==> src/rtl/mem_loader_pkg.sv <==
// Shared definitions for the memory loader: FSM state encodings, command
// opcodes, external memory request types and a word-alignment helper.
package mem_loader_pkg;

  typedef logic [2:0] state_t;

  localparam state_t ST_IDLE     = 3'd0;
  localparam state_t ST_LOAD     = 3'd1;
  localparam state_t ST_DUMP_RD  = 3'd2;
  localparam state_t ST_DUMP_OUT = 3'd3;
  localparam state_t ST_FIN      = 3'd4;

  localparam logic OP_LOAD = 1'b0;
  localparam logic OP_DUMP = 1'b1;

  localparam logic MEM_READ  = 1'b0;
  localparam logic MEM_WRITE = 1'b1;

  // Byte address rounded down to the containing 32-bit word.
  function automatic logic [31:0] word_align(input logic [31:0] a);
    return a & ~32'd3;
  endfunction

endpackage

==> src/rtl/mem_loader_agen.sv <==
// Address generator for the memory loader: holds the current word address
// and the remaining word count, advances both by one word on request and
// flags when the word being transferred is the last one.
module mem_loader_agen
  import mem_loader_pkg::*;
(
  input  logic        clk,
  input  logic        rst,
  input  logic        load,
  input  logic        step,
  input  logic [31:0] base,
  input  logic [15:0] len,
  output logic [31:0] addr,
  output logic        last
);

  logic [15:0] count;

  // Latch a new command's start point, or advance one word (address wraps mod 2^32).
  always_ff @(posedge clk or negedge rst) begin
    if (!rst) begin
      addr  <= '0;
      count <= '0;
    end else if (load) begin
      addr  <= word_align(base);
      count <= len;
    end else if (step) begin
      addr  <= addr + 32'd4;
      count <= count - 16'd1;
    end
  end

  assign last = (count == 16'd1);

endmodule

==> src/rtl/mem_loader.sv <==
// Memory loader: moves word streams into (LOAD) or out of (DUMP) a processor's
// external data-memory port. The processor must be held in reset while the
// loader is active, because processor requests win on the shared port.
// Optional build macro MEM_LOADER_CHECKSUM_EN enables a running 32-bit sum of
// the transferred words; without it the checksum output is tied to zero.
module mem_loader
  import mem_loader_pkg::*;
(
  input  logic        clk,
  input  logic        rst,
  input  logic        cmd_val,
  output logic        cmd_rdy,
  input  logic        cmd_op,
  input  logic [31:0] cmd_base,
  input  logic [15:0] cmd_len,
  input  logic        in_val,
  output logic        in_rdy,
  input  logic [31:0] in_data,
  output logic        out_val,
  input  logic        out_rdy,
  output logic [31:0] out_data,
  output logic        ext_dmemreq_val,
  output logic        ext_dmemreq_type,
  output logic [31:0] ext_dmemreq_addr,
  output logic [31:0] ext_dmemreq_wdata,
  input  logic [31:0] ext_dmemresp_rdata,
  output logic        busy,
  output logic        done,
  output logic [31:0] checksum
);

  state_t      state;
  state_t      state_next;
  logic        accept;
  logic        step;
  logic        last;
  logic [31:0] cur_addr;
  logic [31:0] out_data_q;

  mem_loader_agen u_agen (
    .clk  (clk),
    .rst  (rst),
    .load (accept),
    .step (step),
    .base (cmd_base),
    .len  (cmd_len),
    .addr (cur_addr),
    .last (last)
  );

  // State register; reset abandons any command in flight.
  always_ff @(posedge clk or negedge rst) begin
    if (!rst) state <= ST_IDLE;
    else      state <= state_next;
  end

  // Next-state, handshakes and memory request decode for the current state.
  always_comb begin
    state_next        = state;
    cmd_rdy           = 1'b0;
    in_rdy            = 1'b0;
    out_val           = 1'b0;
    done              = 1'b0;
    accept            = 1'b0;
    step              = 1'b0;
    ext_dmemreq_val   = 1'b0;
    ext_dmemreq_type  = MEM_READ;
    ext_dmemreq_addr  = '0;
    ext_dmemreq_wdata = '0;
    case (state)
      ST_IDLE: begin
        cmd_rdy = 1'b1;
        if (cmd_val) begin
          accept = 1'b1;
          if (cmd_len == 16'd0)     state_next = ST_FIN;
          else if (cmd_op == OP_DUMP) state_next = ST_DUMP_RD;
          else                        state_next = ST_LOAD;
        end
      end
      ST_LOAD: begin
        in_rdy = 1'b1;
        if (in_val) begin
          ext_dmemreq_val   = 1'b1;
          ext_dmemreq_type  = MEM_WRITE;
          ext_dmemreq_addr  = cur_addr;
          ext_dmemreq_wdata = in_data;
          step              = 1'b1;
          if (last) state_next = ST_FIN;
        end
      end
      ST_DUMP_RD: begin
        ext_dmemreq_val  = 1'b1;
        ext_dmemreq_type = MEM_READ;
        ext_dmemreq_addr = cur_addr;
        state_next       = ST_DUMP_OUT;
      end
      ST_DUMP_OUT: begin
        out_val = 1'b1;
        if (out_rdy) begin
          step       = 1'b1;
          state_next = last ? ST_FIN : ST_DUMP_RD;
        end
      end
      ST_FIN: begin
        done       = 1'b1;
        state_next = ST_IDLE;
      end
      default: state_next = ST_IDLE;
    endcase
  end

  // Capture read data in the read cycle so it stays stable while the stream stalls.
  always_ff @(posedge clk or negedge rst) begin
    if (!rst)                      out_data_q <= '0;
    else if (state == ST_DUMP_RD)  out_data_q <= ext_dmemresp_rdata;
  end

  assign out_data = out_data_q;
  assign busy     = (state != ST_IDLE);

`ifdef MEM_LOADER_CHECKSUM_EN
  logic [31:0] sum_q;

  // Running sum of words written or delivered, restarted on each accepted command.
  always_ff @(posedge clk or negedge rst) begin
    if (!rst)                                  sum_q <= '0;
    else if (accept)                           sum_q <= '0;
    else if (state == ST_LOAD && in_val)       sum_q <= sum_q + in_data;
    else if (state == ST_DUMP_OUT && out_rdy)  sum_q <= sum_q + out_data_q;
  end

  assign checksum = sum_q;
`else
  assign checksum = '0;
`endif

endmodule

==> config.mk <==
export PLATFORM = sky130hd
export DESIGN_NAME = mem_loader
export DESIGN_NICKNAME = d
export VERILOG_FILES = /design/src/rtl/mem_loader_pkg.sv /design/src/rtl/mem_loader_agen.sv /design/src/rtl/mem_loader.sv
export SDC_FILE = /design/constraint.sdc
export NUM_CORES = 1
export LEC_CHECK = 0
export ABC_AREA = 1
export CAP_MARGIN = 20
export CORE_ASPECT_RATIO = 1.2
export CORE_MARGIN = 2
export CORE_UTILIZATION = 35
export CTS_BUF_LIST = sky130_fd_sc_hd__clkbuf_4
export DETAILED_ROUTE_END_ITERATION = 8
export PLACE_DENSITY = 0.73
export SLEW_MARGIN = 25
export SYNTH_ARGS = -nofsm -noshare
export SYNTH_HDL_FRONTEND = slang
export SYNTH_SLANG_ARGS = --single-unit
==> constraint.sdc <==
create_clock -name clk -period 2.45 [get_ports clk]
set_input_delay 0.735 -clock clk [delete_from_list [all_inputs] [get_ports clk]]
set_output_delay 0.735 -clock clk [all_outputs]
set_load 0.01 [all_outputs]
---- After elaboration in Yosys (flattened, before gate mapping) ----
Index checks and enable logic that the tools add are counted.
operators by class
  add/sub/neg operators ................... 2
  multipliers ............................. 0
  divide/modulo/power cells ............... 0
  $lt $le $gt $ge ......................... 0
  equality and inequality tests ........... 9
  shift operators ......................... 0
  muxes and demuxes ....................... 27
  bitwise operators ....................... 0
  reductions and logical operators ........ 5
operator list
  operator                 number
  $mux W32                 5
  $pmux W32 S2             1
  $add A32 B3 Y32 const B  1
  $mux W16                 2
  $mux W3                  6
  $eq A16 B1 Y1 const B    1
  $logic_not A16 Y1        1
  $sub A16 B1 Y16 const B  1
  $pmux W3 S4              1
  $mux W1                  9
  $ne A2 B2 Y1 const B     4
  $eq A3 B2 Y1 const B     2
  $pmux W1 S2              2
  $reduce_and A4 Y1        1
  $eq A3 B1 Y1 const B     1
  $eq A3 B3 Y1 const B     1
  $logic_not A3 Y1         1
  $reduce_bool A3 Y1       1
  $mux W2                  1
  $reduce_bool A2 Y1       1
word-level totals
  bits in registers ....................... 83
  bits in latches ......................... 0
  bits in writable memories ............... 0
  ROM bits ................................ 0
  bits of input ports ..................... 118
  memories ................................ 0

---- Logic depth before layout (Yosys ltp) ----
Gate-level depths: netlist of run 1.
  word-level depth ........................ 4
  depth in mapped cells ................... 10
  gate-level depth less buffers ........... 10

---- Modules after synthesis ----
A second synthesis of run 1 with hierarchy kept.
unflattened totals
  cells, all modules ...................... 770
  area total of the unflattened synthesis .. 5,657.9 sq um
modules (own cells, without submodules)
  module           instances  cells an instance  area an instance (sq um)  seq. area each (sq um)
  mem_loader_agen  1          474                3,199.3                   1,151.1
  mem_loader       1          296                2,458.6                   875.8

---- Worst setup path after synthesis of run 1 ----
No wires, ideal clock.
  path kind ............................... input to output
  start point ............................. input in_val
  end point ............................... output ext_dmemreq_addr[12]
  data arrival time ....................... 1.694 ns
  data required time ...................... 1.715 ns
  setup slack ............................. 0.021 ns
  stages on the path ...................... 6
  path buffers ............................ 2
  cell sequence ........................... clkbuf_1 > inv_1 > nor2_1 > nor2_1 > buf_4 > nor2_1
on the way
  word-level cells in the longest chain between the ends .. 2
RTL lines
  element          line              source
  start, declared  mem_loader.sv:16  input logic in_val,
  $mux W32         mem_loader.sv:82  if (in_val) begin
  $pmux W32 S2     mem_loader.sv:70  case (state)
  end, declared    mem_loader.sv:24  output logic [31:0] ext_dmemreq_addr,
Every way passes these cells.

---- Worst setup path after layout of run 1 ----
  start point ............................. register state[1]
  end point ............................... output ext_dmemreq_addr[12]
on the way
  word-level cells in the longest chain between the ends .. 2
RTL lines
  element                                       line              source
  start, declared                               mem_loader.sv:32  state_t state;
  start signal, assigned                        mem_loader.sv:54  else state <= state_next;
  $eq A3 B2 Y1 or $eq A3 B1 Y1 (tied branches)  mem_loader.sv:70
  $pmux W32 S2 *                                mem_loader.sv:70
Mark *: on every way between the ends. The rest lies on a longest branch, timed or not.

==> results.toml, run 1 <==
[status]
status = "finished with violations"
violations = "negative setup slack"

[setup_path]
required_ns = 1.71
crit_arrival_ns = 1.82
crit_fanout = 31
critical_path_class = "register to output pin"
startpoint_type = "register"
cp-end-kind = "output pin"

[grt]
grt_antenna_before_repair = 0
grt_pass1_wl_um = 28800
grtUsageMet3_pct = 5.33
gr-usage-met1_pct = 23.4
grt_overflow = 0
grt_max_degree = 82
grt_use_met2_pct = 39.2
track_usage_pct = 21.1
grt_pass1_vias = 5894
grt_busiest_layer = "met2"

[die]
dieWidth_um = 119
core_area_um2 = 15600
die_height_um = 143
initial_utilization_pct = 35.8
ios = 253
rows = 50
die-area_um2 = 17000

[logic_synthesis]
synth_cells = 845
yosys_register_bits = 81
ys_types = 41
synthFlopType = "dfrtp_1"
avgSynthCellArea_um2 = 6.63
yosys-top-cells-area = "dfrtp_1 36%, nand2_1 22%, nor2_1 9.9%, nand3_1 5.3%, buf_4 5.1%"
synth-async-reset-ratio_pct = 100
yosysWarnings = 0
synthesis.area_um2 = 5600
netlist.area_leader.share_pct = 36.2
yosysSeqAreaShare_pct = 36.2
synth_top_cell_by_area = "dfrtp_1"
synth_edf_count = 0

[clocking]
cts.clk_slew.worst_paths_ns = 0.14
cts_buffers = 9
clockBufferDepth = 2
cts_tree = "yes"
cts.sinks = 81
cts-htree-levels = 3
clock_latency_ns = 0.47
cts_root_buf = "clkbuf_4"
hold_buffers = 0

[sta]
tns_ns = -2.86
fin_ws_ns = -0.105
fin_crit_sh_pct = 104
drv_slew = 0
period_minus_slack_ns = 2.55
rsz0062_at_grt = "yes"
final.setup_skew_ns = 0.00582
hold_viol_final = 0
setup_viol = 31
fmax_mhz = 391

[placed_design]
pre_cts_slack_ns = -0.691
place_inst = 1257
gp_congestion = 0.901
dp_hpwl_um = 13400
io_buffers = 216

[finish]
drive_gt1_share_pct = 8.15
antenna_cells = 0
fill_cells = 1605
nets = 1184
area_growth_pct = 42.1
fin_cells = 1276

[route]
wl_um = 17800
wl_per_cell_um = 13.9
drc_errors = 0
first_iter_violations = 339
via_count = 5899
drtAntennaViolNets = 0
vias_per_cell = 4.62
drtPass1Iterations = 4

[power]
peakVddDrop_mv = 0.628
power_density_nw_per_um2 = 999
p_leak_nw = 3.91

[worst_hold_path]
min_path_type = "primary input to asynchronous set/reset pin"

[flow_run]
max_cap_violations = 0
## state kept, by name, indices dropped and copies added, names as in the netlist
name,count
out_data,32
state,3
u_agen.addr,30
u_agen.count,16
## report_power, final
part / internal (mW) / switching [mW] / leakage [nW]
clock network: 0.217 / 0.542 / 0.0645
registers: 1.98 / 0.585 / 0.997
logic: 1.99 / 2.64 / 2.85
total: 4.19 / 3.76 / 3.91
## what timing repair did
item / 4_1_cts / 5_1_grt
gates cloned: 1 / 0
endpoints found under the setup margin: 69 / 58
setup buffers: 2 / 0
resized for setup: 78 / 30
## final cells by class
class	instances	area [µm²]	area share, %
clock buffers	9	67.6	0.849
flip-flops and latches	81	2030	25.5
multi-input cells	666	3000	37.7
well taps	208	260	3.27
inverters	68	263	3.30
repair buffers	237	2290	28.8
clock inverters	7	55.1	0.692
## path summary, 6_finish.rpt
path                       cells after the start                   end  slack [ns]            from
max                                            8  ext_dmemreq_addr[12]       -0.10        state[1]
min                                            2       u_agen.addr[27]        0.26             rst
max reg2reg                                   10       u_agen.addr[16]        0.62  u_agen.addr[3]
min reg2reg                                    2           out_data[0]        0.50     out_data[0]
max in group asynchronous                      2              state[0]        1.80             rst
min in group clk                               2           out_data[0]        0.50     out_data[0]
## worst max-delay path: stages (launching register included)
cell and delay [ns]:
dfrtp_1 0.42, inv_2 0.08, nor2_1 0.04, nand2_1 0.08
inv_2 0.04, nor2_2 0.14, buf_12 0.19, nor2_1 0.06
dlygate4sd2_1 0.28
## layer usage
metal  wire [µm]  vias to the layer above
li1            -                     2986
met1        6900                     2651
met2        9140                      240
met3        1450                       22
met4         293                        0
met5           0                        -
## cells in the final DEF (no fill, tap or decap), types with 3 or more instances in the layout
master,synthesis,routed
inv_2,5,5
clkdlybuf4s15_1,0,9
nand3_1,59,59
o211ai_1,5,5
a21oi_1,5,5
inv_1,60,60
nor2_2,3,5
xor2_1,8,8
nand2_2,4,4
dlygate4sd2_1,0,50
clkbuf_4,0,9
buf_4,38,16
buf_12,0,4
a21boi_0,3,3
o21ai_0,9,9
o21ai_1,9,9
o211ai_2,5,5
clkdlybuf4s50_1,0,145
nand2_1,326,326
nand4_1,8,8
clkbuf_2,0,10
nor2_1,147,145
clkinv_4,0,3
inv_4,3,3
a22oi_1,7,7
xnor2_1,4,4
nor3_1,3,3
conb_1,1,34
nor2_4,5,5
ha_1,3,3
dfrtp_1,81,80
a31oi_1,3,3
## Yosys cell counts (4+ instances only)
master	instances
nand2_1	326
nor2_1	147
dfrtp_1	81
inv_1	60
nand3_1	59
buf_4	38
o21ai_0	9
o21ai_1	9
buf_2	8
clkbuf_1	8
nand4_1	8
xor2_1	8
a22oi_1	7
buf_6	7
a21oi_1	5
inv_2	5
nor2_4	5
o211ai_1	5
o211ai_2	5
nand2_2	4
xnor2_1	4
## metrics by stage
stage | hold WS (ns) | util, % | power (mW) | cell area, µm²
2_1_floorplan | 0.439 | - | 5.35 | 5720
3_3_place_gp | 0.462 | 50.4 | 7.30 | 7880
3_5_place_dp | 0.465 | 50.4 | 7.39 | 7880
4_1_cts | 0.271 | 51.0 | 8.02 | 7980
5_1_grt | 0.290 | 50.9 | 8.67 | 7960
6_report | 0.257 | 50.9 | 7.95 | 7960
## logic make-up (layout without fill, tap and decap cells)
family	Yosys count	in the layout	share of synthesized area (%)
AND/OR/NAND/NOR	566	566	42.2
buffers and inverters	131	321	12.6
flip-flops	81	81	36.2
AO/OA/AOI/OAI	51	51	6.44
XOR/XNOR	12	12	1.88
adder cells (fa/ha/maj)	3	3	0.670
other	1	34	0.0670
No activity file was read; power rests on OpenSTA's default activity.
==> run 2, diff against run 1 <==
Settings changed: GPL_TIMING_DRIVEN from default to 0, SYNTH_HIERARCHICAL from default to 1.
==> run 2 against run 1 <==
  * The run still ends with negative setup slack left
  * Critical path depth stayed put
  * Sequential cell count stayed put
  * Sequential share of layout area is 1.4 points lower
  * Synthesized cell count is 8.9% lower
==> results.toml, run 2 <==
[finish]
largest_reg_flops = 32
drive_gt1_share_pct = 24.4
post-route-util_pct = 53.6
fin_cells = 1256
area_growth_pct = 48.9
final_cell_mix = "195 x nand2_1, 145 x clkdlybuf4s50_1, 103 x inv_1"
final_common_cell = "nand2_1"
nets = 1163

[route]
drtAntennaViolNets = 0
first_iter_violations = 294
via_count = 5646
wl_per_cell_um = 14.2
drc_errors = 0
drtPass1Iterations = 5
vias_per_cell = 4.50
wl_um = 17900

[logic_synthesis]
yosys_register_bits = 81
synthesis.area_um2 = 5660
yosysSeqAreaShare_pct = 35.8
netlist.area_leader.share_pct = 35.8
avgSynthCellArea_um2 = 7.35
synth_commonest_cells = "195 x nand2_1, 108 x nor2_1, 103 x inv_1, 81 x dfrtp_1, 45 x nor2_2"
synthFlopType = "dfrtp_1"
ys_types = 36
yosys-top-cells-area = "dfrtp_1 36%, nand2_1 13%, nor2_1 7.2%, inv_1 6.8%, mux2_4 5.3%"
synth_top_cell_by_area = "dfrtp_1"
post-synth-top-count-cell = "nand2_1"
yosysWarnings = 6
synth_cells = 770
synth_edf_count = 0
synth-async-reset-ratio_pct = 100

[grt]
grt_pass1_wl_um = 28100
grt_pass1_vias = 5588
grt_max_degree = 52
grt_overflow = 0
track_usage_pct = 20.7
grt_antenna_before_repair = 1

[sta]
fmax_mhz = 382
fin_ws_ns = -0.165
fin_crit_sh_pct = 107
slew_headroom_pct = 44.6
worst_pin_slew_ns = 0.823
final.setup_skew_ns = 0.0264
rsz0062_at_grt = "yes"
drv_slew = 0
tns_ns = -6.16
hold_viol_final = 0
setup_viol = 62
period_minus_slack_ns = 2.61

[die]
initial_utilization_pct = 36.0
die_height_um = 143
rows = 50
die-area_um2 = 17200
ios = 253
dieWidth_um = 120
core_area_um2 = 15700

[setup_path]
crit_arrival_ns = 1.88
critical_path_class = "register to output pin"
required_ns = 1.71
r2r_start = "state[1]"
cp-end-kind = "output pin"
crit_fanout = 6
startpoint_type = "register"
setup.worst_path.start = "state[1]"

[power]
peakVddDrop_mv = 0.621
p_leak_nw = 4.15
finalPower_mw = 8.79
power_density_nw_per_um2 = 1040

[status]
status = "finished with violations"
violations = "negative setup slack"

[clocking]
cts_root_buf = "clkbuf_4"
cts-htree-levels = 3
cts.clk_slew.worst_paths_ns = 0.15
clockBufferDepth = 2
hold_buffers = 0
cts_buffers = 9
cts_tree = "yes"
cts.sinks = 81
clock_latency_ns = 0.47

[worst_hold_path]
min_path_type = "primary input to asynchronous set/reset pin"

[placed_design]
place_inst = 1227
dp_hpwl_um = 13700
gp_congestion = 0.963
io_buffers = 216

[flow_run]
max_cap_violations = 0
==> run 2: routing by layer <==
layer / up-vias / wire, µm / track usage [%]
met1: 2546 / 7160 / 23.3
met4: 0 / 444 / 8.30
met2: 195 / 8940 / 37.1
met3: 25 / 1330 / 5.51
met5: - / 0 / 0
li1: 2880 / - / -
==> run 2: path summary, 6_finish.rpt <==
| kind | to | slack [ns] | cells past startpoint |
|---|---|---|---|
| min in group clk | out_data[2] | 0.51 | 1 |
| max in group asynchronous | u_agen/count[10] | 1.63 | 2 |
| worst max register to register | u_agen/count[2] | 0.11 | 9 |
| worst min register to register | out_data[2] | 0.51 | 1 |
| worst min-delay path | u_agen/addr[21] | 0.19 | 1 |
| worst max-delay path | ext_dmemreq_addr[3] | -0.16 | 8 |
==> run 2: cell families after synthesis <==
kind of cell               synth area share [%]
DFF                                        35.8
AOI/OAI and AO/OA                          7.21
xor gates and xnor gates                   2.48
other                                     0.133
buffers and inverters                      14.2
adders and majority gates                 0.663
muxes                                      7.70
and+or+nand+nor                            31.8
==> run 2: where the power goes <==
group          total, mW  leakage, nW  switching [mW]  internal (mW)
Clock              0.902       0.0824           0.498          0.404
Sequential          2.75        0.975           0.742           2.01
Combinational       5.14         3.09            2.64           2.50
==> run 2: worst max-delay path, stage by stage (launching register included) <==
cell	delay, ns
dfrtp_2	0.50
nor2_4	0.14
and3_4	0.23
inv_8	0.05
nand2_8	0.07
inv_8	0.05
clkbuf_16	0.15
nor2_2	0.07
buf_2	0.13
==> run 2: what timing repair did <==
item,in CTS,in global routing
gates cloned,0,2
buffers inserted,5,5
setup endpoints to repair,69,71
gates resized for setup,270,49
pin swaps,1,0
==> run 2: area by class of cell <==
class	instances	area, µm²
timing repair buffer	229	2050
buffer	54	432
inverter	110	430
sequential	81	2030
antenna	1	2.50
clock buffer	9	67.6
tap	208	260
multi-input combinational	557	3070
clock inverter	7	85.1
fill	1521	7280
==> run 2: per-stage QoR <==
stage | instance area, µm² | hold WS (ns) | worst slack [ns]
3_3_place_gp | 8200 | 0.473 | -2.38
4_1_cts | 8200 | 0.169 | -0.198
6_report | 8420 | 0.187 | -0.165
2_1_floorplan | 5780 | 0.439 | 0.306
3_5_place_dp | 8230 | 0.481 | -0.806
5_1_grt | 8420 | 0.203 | -0.235
==> run 3, diff against run 2 <==
Settings changed: CAP_MARGIN 20 to 25, CORE_UTILIZATION 35 to 40, CTS_CLUSTER_SIZE from default to 12, PLACE_DENSITY 0.73 to 0.81.
==> run 3 against run 2 <==
  * The run still ends with negative setup slack left
  * First-iteration DRC count up 1.0%
  * Register-to-register slack got worse by 0.28 ns
  * Routed wire length grew 0.14%
==> results.toml, run 3 (synthesis results as in run 2) <==
[setup_path]
required_ns = 2.83
startpoint_type = "register"
cp_cell_sequence = "inv_4 > nor2_4 > buf_4 > buf_4 > buf_4 > buf_4 > buf_4 > buf_4 > buf_4 > buf_4 > buf_4 > buf_4 > buf_4 > buf_4 > nand3_1 > nand3_2 > nor2_2 > nand2_1 > nand2_1"
crit_arrival_ns = 2.99
slowest_delay_ns = 0.46
reg2reg_depth = 19
crit_fanout = 5
cp-end-kind = "register"
critical_path_class = "register to register"
path_common_cell = "buf_4"
critPathSlowestCell = "dfrtp_2"

[route]
met1Wirelength_um = 6860
drc_errors = 0
top_layer = "met4"
wl_per_cell_um = 14.6
drtAntennaViolNets = 0
wl_um = 17900
vias_per_cell = 4.66
wl_met2_um = 8980
via_count = 5727
wl_met3_um = 1460
first_iter_violations = 297
drtPass1Iterations = 5

[sta]
hold_viol_final = 0
worst_pin_slew_ns = 0.752
period_minus_slack_ns = 2.62
setup_viol = 58
tns_ns = -5.19
slew_headroom_pct = 49.4
fmax_mhz = 382
fin_crit_sh_pct = 107
fin_ws_ns = -0.166
final.setup_skew_ns = 0.0201
hold_slack_ns = 0.281
rsz0062_at_grt = "yes"
drv_slew = 0

[power]
p_leak_nw = 4.23
power_density_nw_per_um2 = 1060
finalPower_mw = 8.95
peakVddDrop_mv = 0.776

[clocking]
hold_buffers = 0
cts_root_buf = "clkbuf_4"
cts-htree-levels = 3
cts_tree = "yes"
cts_buffers = 9
clock_latency_ns = 0.43
clockBufferDepth = 2
cts.sinks = 81
cts.clk_slew.worst_paths_ns = 0.13

[placed_design]
io_buffers = 216
place_inst = 1190
gp_congestion = 0.932
pre_cts_slack_ns = -0.778
dp_hpwl_um = 13500

[finish]
antenna_cells = 0
final_cell_mix = "195 x nand2_1, 145 x clkdlybuf4s50_1, 103 x inv_1"
area_growth_pct = 49.0
nets = 1174
largest_reg_flops = 32
final_common_cell = "nand2_1"
drive_gt1_share_pct = 25.4
fin_cells = 1228

[grt]
grt_pass1_wl_um = 28000
grt_antenna_before_repair = 0
grt_pass1_vias = 5692
track_usage_pct = 23.1
grt_overflow = 0
grt_max_degree = 43

[die]
ios = 253
rows = 47
die-area_um2 = 15100
initial_utilization_pct = 40.9
core_area_um2 = 13800
die_height_um = 134
dieWidth_um = 113

[status]
violations = "negative setup slack"
status = "finished with violations"

[flow_run]
max_cap_violations = 0

[worst_hold_path]
min_path_type = "primary input to asynchronous set/reset pin"
run 3: cell types whose count changed in the layout (fill, tap and decap cells not counted), moves of 2 or more:
| cell | change |
|---|---|
| buf_2 | +3 |
| buf_4 | +7 |
| buf_6 | -5 |
| clkbuf_16 | +2 |
| clkbuf_2 | +4 |
| clkbuf_4 | +2 |
| clkinv_1 | -2 |
| nor2_2 | +5 |
| nor2_4 | -6 |
run 3: path summary, 6_finish.rpt:
path | startpoint | end | slack (ns)
worst max-delay path | state[0] | state[1] | -0.17
worst min-delay path | rst | u_agen/addr[16] | 0.28
worst max register to register | state[0] | state[1] | -0.17
worst min register to register | out_data[2] | out_data[2] | 0.52
max in group asynchronous | rst | out_data[22] | 1.55
min in group clk | out_data[2] | out_data[2] | 0.52
run 3: stage by stage:
step,instance area [µm²],utilization (%)
floorplan,5780,-
global placement,8150,59.0
detailed placement,8170,59.1
CTS,8250,59.7
global route,8430,61.0
finish,8430,61.0
run 3: area by class of cell:
cell class              count  area [µm²]
flip-flops and latches     81        2030
clock buffers              11        82.6
inverters                 110         430
clock inverters             4        68.8
multi-input cells         557        3050
repair buffers            240        2120
plain buffers              54         435
well taps                 171         214
fillers                  1254        5390
run 3: worst max-delay path, delay by kind of cell, from the launching register on:
| kind | cells | cell delay [ns] |
|---|---|---|
| AND/OR/NAND/NOR | 6 | 0.51 |
| buffers and inverters | 13 | 1.60 |
| flip-flops | 1 | 0.46 |
run 3: layer usage:
layer | global-route usage (%) | up-vias
met3 | 6.06 | 43
met1 | 26.5 | 2566
met5 | 0 | -
met4 | 9.28 | 0
li1 | - | 2884
met2 | 40.9 | 234
run 3: what timing repair did:
item                       CTS  global route
setup endpoints to repair   69            75
gates cloned                 0             4
buffers inserted            15             4
gates resized for setup    265            42
hold endpoints to repair     0             0
pin swaps                    1             1
run 3: report_power, final:
part / internal (mW) / total (mW) / switching (mW)
Sequential: 2.01 / 2.76 / 0.754
Combinational: 2.62 / 5.31 / 2.68
Clock: 0.428 / 0.877 / 0.449
==> patch, RTL diff (flow settings as in run 1) <==
The option `MEM_LOADER_CHECKSUM_EN` is turned on by a define.
--- a/src/rtl/mem_loader.sv
+++ b/src/rtl/mem_loader.sv
@@ -4,4 +4,6 @@
 // Optional build macro MEM_LOADER_CHECKSUM_EN enables a running 32-bit sum of
 // the transferred words; without it the checksum output is tied to zero.
+`define MEM_LOADER_CHECKSUM_EN
+
 module mem_loader
   import mem_loader_pkg::*;
Check against the original RTL: not equivalent (a bounded check fails within 4 cycles, from zero or initial values and one cycle with rst low).
==> patch against run 1 <==
The run still ends with negative setup slack left; first-iteration DRC count up 140%; combinational power rose to 3.3 times the old value; final area up 86%; sequential cell count up 32; routed wire length up 110%; total power rose to 2.6 times the old value; global-route usage up 3.6 points; area after synthesis up 60%; worst setup slack worse by 220 ps; count of clock-buffer cells in the layout up 9; critical path type is now input pin to output pin; largest cell class unchanged.
==> patch: results (changes against run 1) <==
* Leak Pwr at 7.542 nW (+93%)
* Multi-input gate share of total cell area at 0.4500 (+0.07351)
* Maximum VDD drop at 0.5247 mV (-16%)
* Clock slew at reported path FFs at 120 ps (-20 ps)
* Synth Area in Compound Gates at 0.1035 (+0.03911)
* M1 WL at 14.06 mm (+100%)
* Nets at 1991 (+68%)
* Reg-to-reg startpoint: state[1]$_DFFE_PN0P_
* Post-CTS Setup Bufs at 24 (+22)
* Pre-antenna DRT Iters at 8 (+4)
* Met2 routed WL at 18.93 mm (+110%)
* Non-CTS inverters at 222 (+230%)
* Grt met2 use at 0.4398 (+0.04764)
* Post-CTS resize count at 341 (+340%)
* Synth Area in XOR/XNOR at 0.007798 (-0.01097)
* DR WL met3 at 2.476 mm (+71%)
* Reg area at 2828 um2 (+39%)
* Dpl hpwl at 24.32 mm (+82%)
* Clk Latency, worst-skew pair at 560 ps (+90 ps)
* CP Max Fanout at 8 (-74%)
* Global Route met1 Usage at 0.2863 (+0.05217)
* End of the worst register-to-register path: checksum[11]$_DFFE_PN0P_
* Netlist cell types at 43 (+4.9%)
* Vias at 11.38k (+93%)
* Initial antenna violation count at 4 (+4)
* Area post-placement at 12460 um2 (+58%)
* Top Layer Used: met5
* Post-synth top cells: nand2_1, inv_1, nor2_1
* Clkbuf count at 18 (+9)
* Adder-Cell Fraction of Synth Area at 0.05932 (+0.05262)
* Combinational share of power at 0.745 (+0.163)
* Final WS setup at -320.1 ps (-215.3 ps)
* Clock-cell share at 0.01970 (+0.004296)
* Seq/Total Area, Yosys at 0.3147 (-0.04729)
* Number of synthesized register bits at 113 (+40%)
* Sequential share of power at 0.180 (-0.143)
* Final core utilization at 0.5829 (+0.07403)
* Share of cells above drive strength 1 at 0.2901 (+0.2087)
* Mux contribution to synthesized area at 0.001114 (+0.001114)
* Final Wtd Congestion at 0.9380 (+4.1%)
* Final Setup Violations at 82 (+160%)
* Comb_multi_in at 1094 (+64%)
* Port-buffer cells at 248 (+15%)
* Flop2flop setup slack at -300 ps (-920 ps)
* Total global-route track usage at 0.2473 (+0.03633)
* Failing checks: negative setup slack
* Filler instances at 2157 (+34%)
* Sw Pwr at 10.58 mW (+180%)
* Status: finished, violations left
* Hold slack at 90.50 ps (-166.1 ps)
* Setup Skew at 22.04 ps (+16.22 ps)
* H-tree depth at 4 (+1)
* Pin count of the biggest net entering global routing at 65 (-21%)
* PwrDens at 1398 nW/um2 (+40%)
## patch: changes by cell type in the layout (fill, tap and decap cells not counted), sizes merged, moves of 50 or more
cell / delta
inv: +156
o21ai: +70
nand2: +232
buf: +177
dlygate4sd2: -50
## patch: worst max-delay path, stage by stage
cell and delay [ps]:
buf_4 290, buf_4 180, inv_1 70, nor2_4 150, nor2_4 60, buf_12 130
clkbuf_16 160, nor2_1 100, buf_2 140
## patch: worst max-delay path by stage
stage,start,endpoint,slack (ps)
2_1_floorplan,in_val,checksum[24]$_DFFE_PN0P_,-40
3_3_place_gp,in_val,checksum[26]$_DFFE_PN0P_,-930
3_5_place_dp,in_val,checksum[26]$_DFFE_PN0P_,-980
4_1_cts,state[0]$_DFFE_PN0P_,ext_dmemreq_val,-330
5_1_grt,state[2]$_DFFE_PN0P_,ext_dmemreq_addr[11],-450
6_report,in_val,ext_dmemreq_addr[11],-320
